<file path="config.mk">
export PLATFORM = sky130hd
export DESIGN_NAME = tx_sched
export DESIGN_NICKNAME = d
export VERILOG_FILES = /design/src/rtl/tx_pkg.sv /design/src/rtl/tx_fill.sv /design/src/rtl/tx_sched.sv
export SDC_FILE = /design/constraint.sdc
export NUM_CORES = 1
export LEC_CHECK = 0
export BUFFER_PORTS_ARGS = -buffer_cell sky130_fd_sc_hd__clkbuf_2
export CORE_UTILIZATION = 56
export DETAILED_ROUTE_END_ITERATION = 16
export PLACE_DENSITY = 0.84
export SYNTH_ARGS = -nofsm -noshare
export SYNTH_HDL_FRONTEND = slang
export SYNTH_HIERARCHICAL = 1
export SYNTH_SLANG_ARGS = --single-unit
</file>
<file path="constraint.sdc">
create_clock -name clk125 -period 3 [get_ports clk125]
set_input_delay 0.15 -clock clk125 [delete_from_list [all_inputs] [get_ports clk125]]
set_output_delay 0.15 -clock clk125 [all_outputs]
set_load 0.01 [all_outputs]
</file>
<file path="src/rtl/tx_pkg.sv">
// tx_pkg: frame geometry shared with the transmitter and scheduler state encoding
package tx_pkg;
    localparam int PAYLOAD_BYTES  = 1024;
    localparam int OFS_W          = $clog2(PAYLOAD_BYTES);
    localparam int PREAMBLE_BYTES = 8;
    localparam int HEADER_BYTES   = 16;
    localparam int CRC_BYTES      = 4;
    localparam int FRAME_BYTES    = PREAMBLE_BYTES + HEADER_BYTES + PAYLOAD_BYTES + CRC_BYTES;
    localparam int IFG            = 16;
    localparam int LAUNCH_TO      = 16;
    localparam int CNT_W          = 5;
    typedef enum logic [1:0] {IDLE, LAUNCH, BUSY, GAP} tx_state_e;
endpackage

</file>
<file path="src/rtl/tx_fill.sv">
// tx_fill: writes the producer byte stream into alternating payload banks
module tx_fill
    import tx_pkg::*;
(
    input  logic             clk125,
    input  logic             rst_n,
    input  logic             in_valid,
    input  logic [7:0]       in_data,
    input  logic [1:0]       bank_full,
    output logic             in_ready,
    output logic             wr_en,
    output logic [OFS_W:0]   wr_addr,
    output logic [7:0]       wr_data,
    output logic [1:0]       fill_done,
    output logic [15:0]      drop_cnt
);
    logic             bank;
    logic [OFS_W-1:0] ofs;
    logic             accept, last;

    assign in_ready  = !bank_full[bank];
    assign accept    = in_valid && in_ready;
    assign last      = ofs == OFS_W'(PAYLOAD_BYTES - 1);
    assign fill_done = {2{accept && last}} & (bank ? 2'b10 : 2'b01);

    always_ff @(posedge clk125 or negedge rst_n) begin
        if (!rst_n) begin
            bank     <= 1'b0;
            ofs      <= '0;
            wr_en    <= 1'b0;
            wr_addr  <= '0;
            wr_data  <= '0;
            drop_cnt <= '0;
        end else begin
            wr_en <= accept;
            if (accept) begin
                wr_addr <= {bank, ofs};
                wr_data <= in_data;
                ofs     <= ofs + 1'b1;
                bank    <= bank ^ last;
            end
            if (in_valid && !in_ready && drop_cnt != 16'hFFFF)
                drop_cnt <= drop_cnt + 1'b1;
        end
    end
endmodule

</file>
<file path="src/rtl/tx_sched.sv">
// tx_sched: ping-pong payload scheduler launching full banks to the RGMII transmitter
module tx_sched
    import tx_pkg::*;
(
    input  logic        clk125,
    input  logic        rst_n,
    input  logic        en,
    input  logic        in_valid,
    input  logic [7:0]  in_data,
    output logic        in_ready,
    output logic        wr_en,
    output logic [10:0] wr_addr,
    output logic [7:0]  wr_data,
    output logic        idx,
    input  logic        txctl,
    output logic [1:0]  bank_full,
    output logic [15:0] frames_sent,
    output logic [15:0] drop_cnt,
    output logic        err_timeout
);
    tx_state_e        state, state_d;
    logic [CNT_W-1:0] cnt, cnt_d;
    logic             txctl_q, launch, sent, abandon;
    logic [1:0]       fill_done, clr;

    tx_fill u_fill (
        .clk125    (clk125),
        .rst_n     (rst_n),
        .in_valid  (in_valid),
        .in_data   (in_data),
        .bank_full (bank_full),
        .in_ready  (in_ready),
        .wr_en     (wr_en),
        .wr_addr   (wr_addr),
        .wr_data   (wr_data),
        .fill_done (fill_done),
        .drop_cnt  (drop_cnt)
    );

    always_comb begin
        state_d = state;
        cnt_d   = cnt;
        launch  = 1'b0;
        sent    = 1'b0;
        abandon = 1'b0;
        case (state)
            IDLE:   if (en && bank_full[~idx]) begin
                        launch  = 1'b1;
                        cnt_d   = CNT_W'(LAUNCH_TO);
                        state_d = LAUNCH;
                    end
            LAUNCH: if (txctl_q) state_d = BUSY;
                    else if (cnt == CNT_W'(1)) begin
                        abandon = 1'b1;
                        cnt_d   = CNT_W'(IFG);
                        state_d = GAP;
                    end else cnt_d = cnt - 1'b1;
            BUSY:   if (!txctl_q) begin
                        sent    = 1'b1;
                        cnt_d   = CNT_W'(IFG);
                        state_d = GAP;
                    end
            GAP:    if (txctl_q) cnt_d = CNT_W'(IFG);
                    else if (cnt == CNT_W'(1)) state_d = IDLE;
                    else cnt_d = cnt - 1'b1;
            default: state_d = IDLE;
        endcase
    end

    // The sending bank is released whether the frame went out or was abandoned
    assign clr = {2{sent || abandon}} & (idx ? 2'b10 : 2'b01);

    always_ff @(posedge clk125 or negedge rst_n) begin
        if (!rst_n) begin
            txctl_q     <= 1'b0;
            state       <= IDLE;
            cnt         <= '0;
            idx         <= 1'b1;
            bank_full   <= 2'b00;
            frames_sent <= '0;
            err_timeout <= 1'b0;
        end else begin
            txctl_q     <= txctl;
            state       <= state_d;
            cnt         <= cnt_d;
            idx         <= idx ^ launch;
            bank_full   <= (bank_full | fill_done) & ~clr;
            frames_sent <= frames_sent + 16'(sent);
            err_timeout <= err_timeout | abandon;
        end
    end
endmodule
</file>
==> flow_summary_export.csv, run 1 <==
group,metric,value,unit
worst_setup_path,worstPathArrival,2.53,ns
timing,worst_slew_pin_slew,0.907,ns
global_route,grt_max_degree,76,
floorplanning,rows,28,
synthesis,ys_ff_latch,75,
timing,setup_viol,0,
placed_design,portBuffers,69,
clocking,clkTransAtPathRegs,0.08,ns
power_and_ir_drop,total_power,2.92,mW
worst_hold_path,min_path_type,"in2reg",
clocking,cts-root-buf,"clkbuf_8",
synthesis,yosysWarningCount,6,
layout,n_antenna_cell,0,
placed_design,place.gp.congestion,0.809,
floorplanning,die_area,6530,µm²
synthesis,synth_nets,357,
timing,timing.fmax,0.435,GHz
layout,fin_nets,442,
power_and_ir_drop,irDropWorstVdd,0.470,mV
global_route,overflow,0,
power_and_ir_drop,power.internal,1.93,mW
power_and_ir_drop,p_switching,0.989,mW
layout,drive_gt1_frac,0.246,
drt,avgViaCountPerCell,5.53,
worst_setup_path,cp-end-kind,"flip-flop",
global_route,track_usage,0.249,
timing,rsz0062_at_grt,"false",
floorplanning,coreArea,5960,µm²
outcome,status,"complete, no violations",
timing,holdWs,0.0250,ns
clocking,cts_buffer_depth,2,
synthesis,syn_area_per_cell,10.4,µm²
clocking,cts_tree,"built",
run,max_cap_violations,0,
power_and_ir_drop,pwr-share-comb,0.260,
clocking,cts_buffers,9,
floorplanning,die-height,80.8,µm
worst_setup_path,cp_max_fo,5,
timing,setup_tns,0,ns
synthesis,synth.distinct_cells,47,
power_and_ir_drop,p_clk_frac,0.276,
synthesis,ys_seq_area_frac,0.540,
timing,finalCritPeriodShare,0.767,
worst_setup_path,critPathRequiredTime,3.23,ns
timing,skew,0.00654,ns
layout,stdcell_count,498,
layout,regArea,1880,µm²
floorplanning,io_pins,70,
timing,slew_violations,0,
floorplanning,start_util,0.584,
drt,num_vias,2752,
power_and_ir_drop,cellPowerDensity,696,nW/µm²
worst_setup_path,worst_setup_path_start_kind,"flip-flop",
floorplanning,chipWidth,80.8,µm
drt,drc,0,
synthesis,syn_area,3480,µm²
clocking,clk_latency,0.35,ns
placed_design,place.detailed.hpwl,4860,µm
synthesis,ys_async_sr_fraction,1.00,
timing,timing_hold_violations_final,0,
power_and_ir_drop,power_leakage,2.15,nW
layout,final_cell_mix,"74 x dfrtp_1, 68 x nand2_1, 68 x clkbuf_2",
synthesis,syn_inst,333,
timing,period_minus_slack,2.30,ns
layout,final_cell_area,4200,µm²
drt,drt_iter0_drc,188,
drt,drt-total-wl,7340,µm
global_route,antenna_found_initial,0,
drt,final_antenna_net_count,0,
placed_design,place_area,3890,µm²
global_route,first_global_vias,2657,
layout,area_delta_synth_final,20.8,%
worst_setup_path,crit_type,"reg2reg",
drt,drt-pass1-iter-count,4,
clocking,cts_resized,0,
synthesis,ys.flop_type,"dfrtp_1",
power_and_ir_drop,power_frac_seq,0.464,
clocking,cts_sinks,75,
power_and_ir_drop,sw_frac_of_total,0.338,
global_route,grt_first_pass_wirelength,12300,µm
placed_design,placed_cells,472,
layout,multi_input_area,1500,µm²
layout,nFillCells,436,
drt,routedWlPerCell,14.7,µm
clocking,htree_num_levels,3,
timing,relSlewSlack,0.395,
clocking,postCtsSetupBuffers,0,
synthesis,synth_edf_count,0,
layout,final_common_cell,"dfrtp_1",
## synth_stat cells (all sizes together) (3+ instances only)
cell type	count	area [µm²]
mux2	7	90.1
nor3	10	50.1
a21oi	7	35.0
and3	3	18.8
clkbuf	5	18.8
o21ai	8	40.0
nand3	14	70.1
nor4b	3	47.5
or3	4	26.3
dfrtp	74	1850
xnor2	16	140
inv	17	63.8
nand4	13	87.6
nor2	18	67.6
nor4	9	68.8
ha	11	138
nand2	69	262
xor2	19	166
## registers in the layout, indices dropped and copies added (netlist names)
name	cells
u_fill/bank	1
idx	1
u_fill/wr_data	8
state	2
txctl_q	1
u_fill/ofs	10
u_fill/drop_cnt	16
err_timeout	1
u_fill/wr_en	1
u_fill/wr_addr	11
cnt	5
bank_full	2
frames_sent	16
## timing repair
| action | CTS | global route |
|---|---|---|
| hold buffers | 10 | 0 |
| setup endpoints to repair | 0 | 0 |
| hold endpoints to repair | 83 | 0 |
## per-stage QoR
stage	worst slack (ns)	utilization
floorplan	1.03	-
global placement	0.886	0.654
detailed placement	0.735	0.654
CTS	0.721	0.705
global route	0.520	0.705
finish	0.700	0.705
## power by group through the flow
stage          Combinational (mW)  Clock (mW)  Sequential [mW]
6_report                    0.761       0.807             1.36
5_1_grt                     0.856       0.865             1.39
4_1_cts                     0.762       0.821             1.35
3_5_place_dp                0.742           0             1.37
3_3_place_gp                0.709           0             1.36
2_1_floorplan               0.516           0             1.38
## per-layer routing
layer / global-route usage / wire, µm / vias to the layer above
met1: 0.327 / 3220 / 1330
met2: 0.384 / 3580 / 92
met4: 0.121 / 138 / 0
li1: - / - / 1316
met3: 0.0618 / 402 / 14
met5: 0 / 0 / -
## critical path, stage by stage (launching register included)
cell and delay, ns:
dfrtp_1 0.41, inv_1 0.16, ha_1 0.22, nor2b_1 0.16, ha_1 0.26, ha_1 0.28, inv_1 0.07, nor4_1 0.37
nand2_1 0.12, xnor2_1 0.14
## final cells by class
cell class              count  share of cell area
clock buffers               9              0.0295
clock inverters             7              0.0200
inverters                  17              0.0152
multi-input cells         234               0.356
flip-flops and latches     75               0.447
well taps                  75              0.0223
repair buffers             81               0.110
## path summary, 6_finish.rpt
path / cells after the start / slack (ns) / end / from
max in group asynchronous: 2 / 1.94 / state[0] / rst_n
min in group asynchronous: 2 / 0.46 / frames_sent[9] / rst_n
worst min-delay path: 2 / 0.03 / idx / en
worst max-delay path: 9 / 0.70 / frames_sent[14] / state[0]
worst min register to register: 1 / 0.47 / err_timeout / err_timeout
worst max register to register: 9 / 0.70 / frames_sent[14] / state[0]
## logic make-up after synthesis
logic type	synth area share
buf+inv	0.0302
simple gates	0.217
xor+xnor	0.0881
mux	0.0288
flops	0.540
fa+ha+maj	0.0396
compound gates	0.0561
No activity file was read; power rests on OpenSTA's default activity.
==> run 2, diff against run 1 <==
Settings changed: CORE_UTILIZATION 56 to 55, PLACE_DENSITY 0.84 to 0.83.
Clock period 3 ns to 2.27 ns, I/O delays scaled along.
==> run 2 against run 1 <==
- cell area up 1.5%
- final cell count is 1.6% higher
- worst hold slack improved by 0.10 ns
- sequential share of layout area fell by 0.66 points
- sequential cell count did not move
- fmax grew 8.4%
- non-clock buffer count increased by 8
- count of clock-buffer cells in the layout is 1 higher
- largest power group unchanged
- highest routed layer unchanged
==> flow_summary_export.csv, run 2 (synthesized netlist as in run 1, its figures left out) <==
group,metric,value,unit
placed_design,portBuffers,69,
timing,holdWs,0.125,ns
worst_setup_path,max_stage_delay,0.40,ns
layout,fin_nets,450,
timing,timing.fmax,0.471,GHz
worst_setup_path,cp_num_cells,9,
worst_setup_path,worst-r2r-cell-count,9,
placed_design,place_area,3950,µm²
floorplanning,chipWidth,81.5,µm
clocking,cts-root-buf,"clkbuf_8",
worst_setup_path,r2r_end,"frames_sent[14]",
floorplanning,io_pins,70,
placed_design,place_ws,0.201,ns
layout,n_antenna_cell,0,
floorplanning,die_area,6650,µm²
global_route,overflow,0,
worst_setup_path,cp-end-kind,"flip-flop",
layout,final_cell_area,4260,µm²
clocking,clk_latency,0.34,ns
clocking,cts_tree,"built",
drt,drt-total-wl,7110,µm
layout,final_common_cell,"dfrtp_1",
clocking,cts_sinks,75,
layout,drive_gt1_frac,0.260,
drt,drt-pass1-iter-count,4,
floorplanning,coreArea,6030,µm²
timing,relSlewSlack,0.397,
power_and_ir_drop,cellPowerDensity,901,nW/µm²
worst_setup_path,worst_setup_path_start_kind,"flip-flop",
drt,routedWlPerCell,14.0,µm
drt,final_antenna_net_count,0,
worst_setup_path,r2r_slack,0.15,ns
layout,reg_top3,"frames_sent: 16 flops, u_fill/drop_cnt: 16 flops, u_fill/wr_addr: 11 flops",
placed_design,placed_cells,479,
floorplanning,start_util,0.577,
clocking,cts_buffers,9,
timing,period_minus_slack,2.12,ns
floorplanning,rows,28,
layout,final_cell_mix,"74 x dfrtp_1, 68 x nand2_1, 68 x clkbuf_2",
placed_design,place.gp.congestion,0.831,
global_route,grt_max_degree,76,
worst_setup_path,startpoint,"state[0]",
worst_setup_path,worst-path-buf-inv,2,
timing,setup_tns,0,ns
global_route,first_global_vias,2581,
worst_setup_path,r2r-start,"state[0]",
worst_setup_path,crit_chain,"inv_1 > ha_1 > nor2b_1 > ha_1 > ha_1 > inv_1 > nor4_1 > nand2_1 > xnor2_1",
layout,stdcell_count,506,
power_and_ir_drop,irDropWorstVdd,0.691,mV
clocking,htree_num_levels,3,
timing,setup_viol,0,
timing,finalCritPeriodShare,0.935,
floorplanning,die-height,81.5,µm
placed_design,place.detailed.hpwl,4900,µm
global_route,track_usage,0.234,
timing,worst_slack,0.148,ns
worst_setup_path,worstPathArrival,2.34,ns
drt,drt_iter0_drc,161,
drt,num_vias,2752,
timing,rsz0062_at_grt,"false",
drt,drc,0,
worst_setup_path,cp_slowest_cell,"dfrtp_1",
worst_setup_path,path_common_cell,"ha_1",
timing,skew,0.0108,ns
worst_hold_path,hold_depth,3,
layout,area_delta_synth_final,22.6,%
worst_setup_path,crit_type,"reg2reg",
layout,nFillCells,450,
power_and_ir_drop,power_leakage,2.18,nW
worst_hold_path,min_path_type,"in2reg",
drt,avgViaCountPerCell,5.44,
timing,slew_violations,0,
worst_setup_path,cp_top_family,"adder cells",
global_route,grt_first_pass_wirelength,11600,µm
timing,timing_hold_violations_final,0,
outcome,status,"complete, no violations",
timing,worst_slew_pin_slew,0.905,ns
worst_setup_path,endpoint,"frames_sent[14]",
clocking,cts_buffer_depth,2,
worst_setup_path,critPathRequiredTime,2.49,ns
worst_setup_path,cp_max_fo,5,
clocking,clkTransAtPathRegs,0.08,ns
run,max_cap_violations,0,
global_route,antenna_found_initial,0,
==> run 2: changes by cell type in the layout (fill, tap and decap cells not counted), sizes merged <==
cell         before  now
buf               3   10
inv              20   18
clkbuf           77   78
clkinvlp          1    2
dlygate4sd3      10   11
==> run 2: final cells by class <==
type	count	area (µm²)	area share
clock inverters	6	63.8	0.0150
clock buffers	10	138	0.0323
inverters	17	63.8	0.0150
flip-flops and latches	75	1880	0.440
well taps	75	93.8	0.0220
multi-input cells	234	1500	0.352
repair buffers	89	526	0.123
==> run 2: tightest hold or removal path: stages <==
cell and delay, ns:
clkbuf_2 0.14, nand3_1 0.10, a21oi_1 0.07
==> run 2: through the flow <==
stage	total power [mW]	util
4_1_cts	3.87	0.707
2_1_floorplan	2.50	-
6_report	3.84	0.708
3_5_place_dp	2.82	0.655
5_1_grt	4.08	0.708
3_3_place_gp	2.76	0.655
==> run 2: repair_timing <==
item | 4_1_cts | 5_1_grt
endpoints found under the setup margin | 0 | 1
buffers inserted | 0 | 0
resized for setup | 0 | 1
endpoints found under the hold margin | 84 | 0
hold buffers | 11 | 0
==> run 2: routing by layer <==
layer	track usage	routed length, µm	share of wire	up-vias
met4	0.116	105	0.015	0
met1	0.311	3260	0.46	1332
met2	0.365	3400	0.48	80
li1	-	-	-	1331
met5	0	0	0	-
met3	0.0444	341	0.048	9
==> run 2: worst min-delay path by stage <==
stage	from	to	slack [ns]
floorplan	rst_n	bank_full[0]	-0.18
global placement	txctl	txctl_q	0.22
detailed placement	txctl	txctl_q	0.23
CTS	in_valid	u_fill/drop_cnt[3]	0.11
global route	in_valid	u_fill/drop_cnt[3]	0.14
finish	in_valid	u_fill/drop_cnt[3]	0.12
==> run 2: where the power goes <==
| part | total [mW] | leakage [nW] | internal (mW) | switching (mW) |
|---|---|---|---|---|
| clock | 1.03 | 0.0987 | 0.537 | 0.496 |
| combinational | 1.02 | 1.12 | 0.498 | 0.523 |
| sequential | 1.79 | 0.961 | 1.56 | 0.233 |
==> run 3, diff against run 2 <==
Settings changed: ABC_AREA set to 1, CORE_UTILIZATION 55 to 56, TNS_END_PERCENT set to 10.
==> run 3 against run 2 <==
- the run now ends with DRC left
- critical path depth rose by 2
- sequential cell count did not move
- clock power barely moved
- non-clock buffer count fell by 6
- synthesized cell count rose by 41%
- highest routed layer unchanged
- worst hold slack got worse by 0.084 ns
- first-iteration DRC count fell by 28%
- critical endpoint is now frames_sent[12]
- sequential share of layout area fell by 2.9 points
- count of clock-buffer cells in the layout rose by 1
- largest power group unchanged
- sequential power fell by 10%
- wire length rose by 13%
- clock skew fell by 0.0031 ns
==> flow_summary_export.csv, run 3 <==
group,metric,value,unit
outcome,status,"complete, but fails checks",
outcome,violations,"DRC",
synthesis,synth_nets,494,
timing,period_minus_slack,2.08,ns
drt,num_vias,3257,
clocking,cts-root-buf,"clkbuf_8",
synthesis,syn_inst,470,
worst_setup_path,worst-path-buf-inv,2,
placed_design,placed_cells,614,
placed_design,place.detailed.hpwl,5770,µm
layout,layout.core_utilization,0.704,
clocking,cts_buffer_depth,2,
floorplanning,start_util,0.591,
global_route,grt_first_pass_wirelength,13600,µm
worst_setup_path,cp-end-kind,"flip-flop",
timing,worst_slew_pin_slew,0.622,ns
worst_setup_path,worst_setup_path_start_kind,"flip-flop",
global_route,grt_max_degree,30,
global_route,track_usage,0.239,
synthesis,synth.distinct_cells,32,
drt,drt_iter0_drc,116,
worst_setup_path,crit_type,"reg2reg",
placed_design,place_ws,0.222,ns
synthesis,synth_area_leaders,"dfrtp_1 48%, nand2_1 17%, xor2_1 5.0%",
layout,final_cell_mix,"178 x nand2_1, 74 x dfrtp_1, 68 x clkbuf_2",
synthesis,syn_area_per_cell,8.16,µm²
placed_design,portBuffers,69,
timing,skew,0.00774,ns
layout,drive_gt1_frac,0.213,
drt,drc,9,
drt,avgViaCountPerCell,5.09,
clocking,clkTransAtPathRegs,0.07,ns
layout,n_antenna_cell,0,
synthesis,ys_seq_area_frac,0.489,
synthesis,ys.flop_type,"dfrtp_1",
drt,drt-total-wl,8020,µm
clocking,cts_sinks,75,
layout,reg_top3,"frames_sent: 16 flops, u_fill/drop_cnt: 16 flops, u_fill/wr_addr: 11 flops",
synthesis,ys_async_sr_fraction,1.00,
floorplanning,io_pins,70,
floorplanning,die_area,7190,µm²
synthesis,yosys-top-cells-count,"178 x nand2_1, 74 x dfrtp_1, 48 x inv_1",
clocking,htree_num_levels,3,
placed_design,place.gp.congestion,0.857,
worst_setup_path,path_common_cell,"ha_1",
synthesis,yosys.area.top_type,"dfrtp_1",
clocking,cts_tree,"built",
timing,worst_slack,0.192,ns
timing,holdWs,0.0409,ns
synthesis,ys_ff_latch,75,
layout,fin_nets,582,
timing,setup_tns,0,ns
synthesis,netlist.area_leader.share,0.483,
power_and_ir_drop,power_leakage,2.46,nW
placed_design,place_area,4270,µm²
clocking,postCtsSetupBuffers,0,
worst_setup_path,crit_chain,"inv_1 > ha_1 > inv_1 > nor2_1 > ha_1 > ha_1 > nand2_2 > nor2_4 > nand4_1 > nor2_2 > xor2_1",
global_route,overflow,0,
timing,setup_viol,0,
timing,slew_violations,0,
global_route,antenna_found_initial,0,
floorplanning,coreArea,6490,µm²
synthesis,synth_edf_count,0,
layout,area_delta_synth_final,19.1,%
run,max_cap_violations,0,
timing,relSlewSlack,0.586,
floorplanning,chipWidth,84.8,µm
clocking,cts_buffers,9,
clocking,clk_latency,0.34,ns
timing,timing.fmax,0.481,GHz
worst_hold_path,min_path_type,"in2reg",
layout,stdcell_count,640,
power_and_ir_drop,irDropWorstVdd,0.395,mV
floorplanning,die-height,84.8,µm
layout,final_cell_area,4570,µm²
layout,final_common_cell,"nand2_1",
timing,finalCritPeriodShare,0.915,
drt,final_antenna_net_count,0,
worst_setup_path,critPathRequiredTime,2.54,ns
worst_setup_path,cp_slowest_cell,"dfrtp_1",
timing,timing_hold_violations_final,0,
synthesis,syn_area,3840,µm²
worst_setup_path,cp_top_family,"simple AND/OR/NAND/NOR gates",
power_and_ir_drop,total_power,3.04,mW
worst_setup_path,worstPathArrival,2.34,ns
floorplanning,rows,29,
synthesis,synth.most_common_cell,"nand2_1",
drt,routedWlPerCell,12.5,µm
global_route,first_global_vias,3117,
worst_setup_path,cp_max_fo,6,
worst_setup_path,max_stage_delay,0.44,ns
drt,drt-pass1-iter-count,11,
synthesis,yosysWarningCount,6,
power_and_ir_drop,cellPowerDensity,665,nW/µm²
-- run 3: cell count changes after synthesis, moves of 6 or more --
| cell | previous run | this run |
|---|---|---|
| inv_1 | 16 | 48 |
| nand2_1 | 68 | 178 |
| nand2_2 | 1 | 7 |
| nor2_1 | 18 | 35 |
| nor3_1 | 10 | 4 |
| nor4_1 | 7 | 0 |
| o21ai_0 | 7 | 17 |
| xnor2_1 | 16 | 8 |
-- run 3: layer usage --
metal,track usage,wire length [µm],up-vias
li1,-,-,1626
met3,0.0433,400,16
met4,0.0940,116,0
met5,0,0,-
met2,0.419,3950,96
met1,0.294,3560,1519
-- run 3: path summary, 6_finish.rpt --
| check | from | slack [ns] | cells after the start | to |
|---|---|---|---|---|
| worst min-delay path | en | 0.04 | 3 | idx |
| min in group asynchronous | rst_n | 0.32 | 2 | u_fill/ofs[0] |
| worst max-delay path | state[0] | 0.19 | 11 | frames_sent[12] |
| max in group asynchronous | rst_n | 1.13 | 3 | frames_sent[2] |
| worst max register to register | state[0] | 0.19 | 11 | frames_sent[12] |
| worst min register to register | err_timeout | 0.48 | 2 | err_timeout |
-- run 3: timing repair --
item                                    in CTS  in global routing
hold buffers                                10                  0
endpoints found under the setup margin       0                  1
hold endpoints to repair                    35                  0
gates resized for setup                      0                  1
-- run 3: cells by family (layout without fill, tap and decap cells) --
logic type,after synthesis,in the layout,share of synthesized area
and+or+nand+nor,268,268,0.306
buffers and inverters,60,153,0.0623
xor gates and xnor gates,30,30,0.0685
AOI/OAI and AO/OA,26,26,0.0381
adders and majority gates,11,11,0.0359
DFF,75,75,0.489
-- run 3: worst min-delay path, cell delays in order --
cell,delay [ns]
clkbuf_2,0.10
nand4_1,0.10
xor2_1,0.06
-- run 3: area by class of cell --
cell class                      instances  area (µm²)
Inverter                               54         203
Clock buffer                           11         141
Timing Repair Buffer                   83         475
Sequential cell                        75        1880
Clock inverter                          5        52.6
Fill cell                             513        1930
Tap cell                               77        96.3
Multi-Input combinational cell        335        1720
-- run 3: power by group --
part	total, mW	leakage, nW	internal, mW	switching (mW)
clock network	1.01	0.0991	0.533	0.473
registers	1.61	0.962	1.48	0.133
logic	0.418	1.40	0.172	0.245
total	3.04	2.46	2.18	0.852
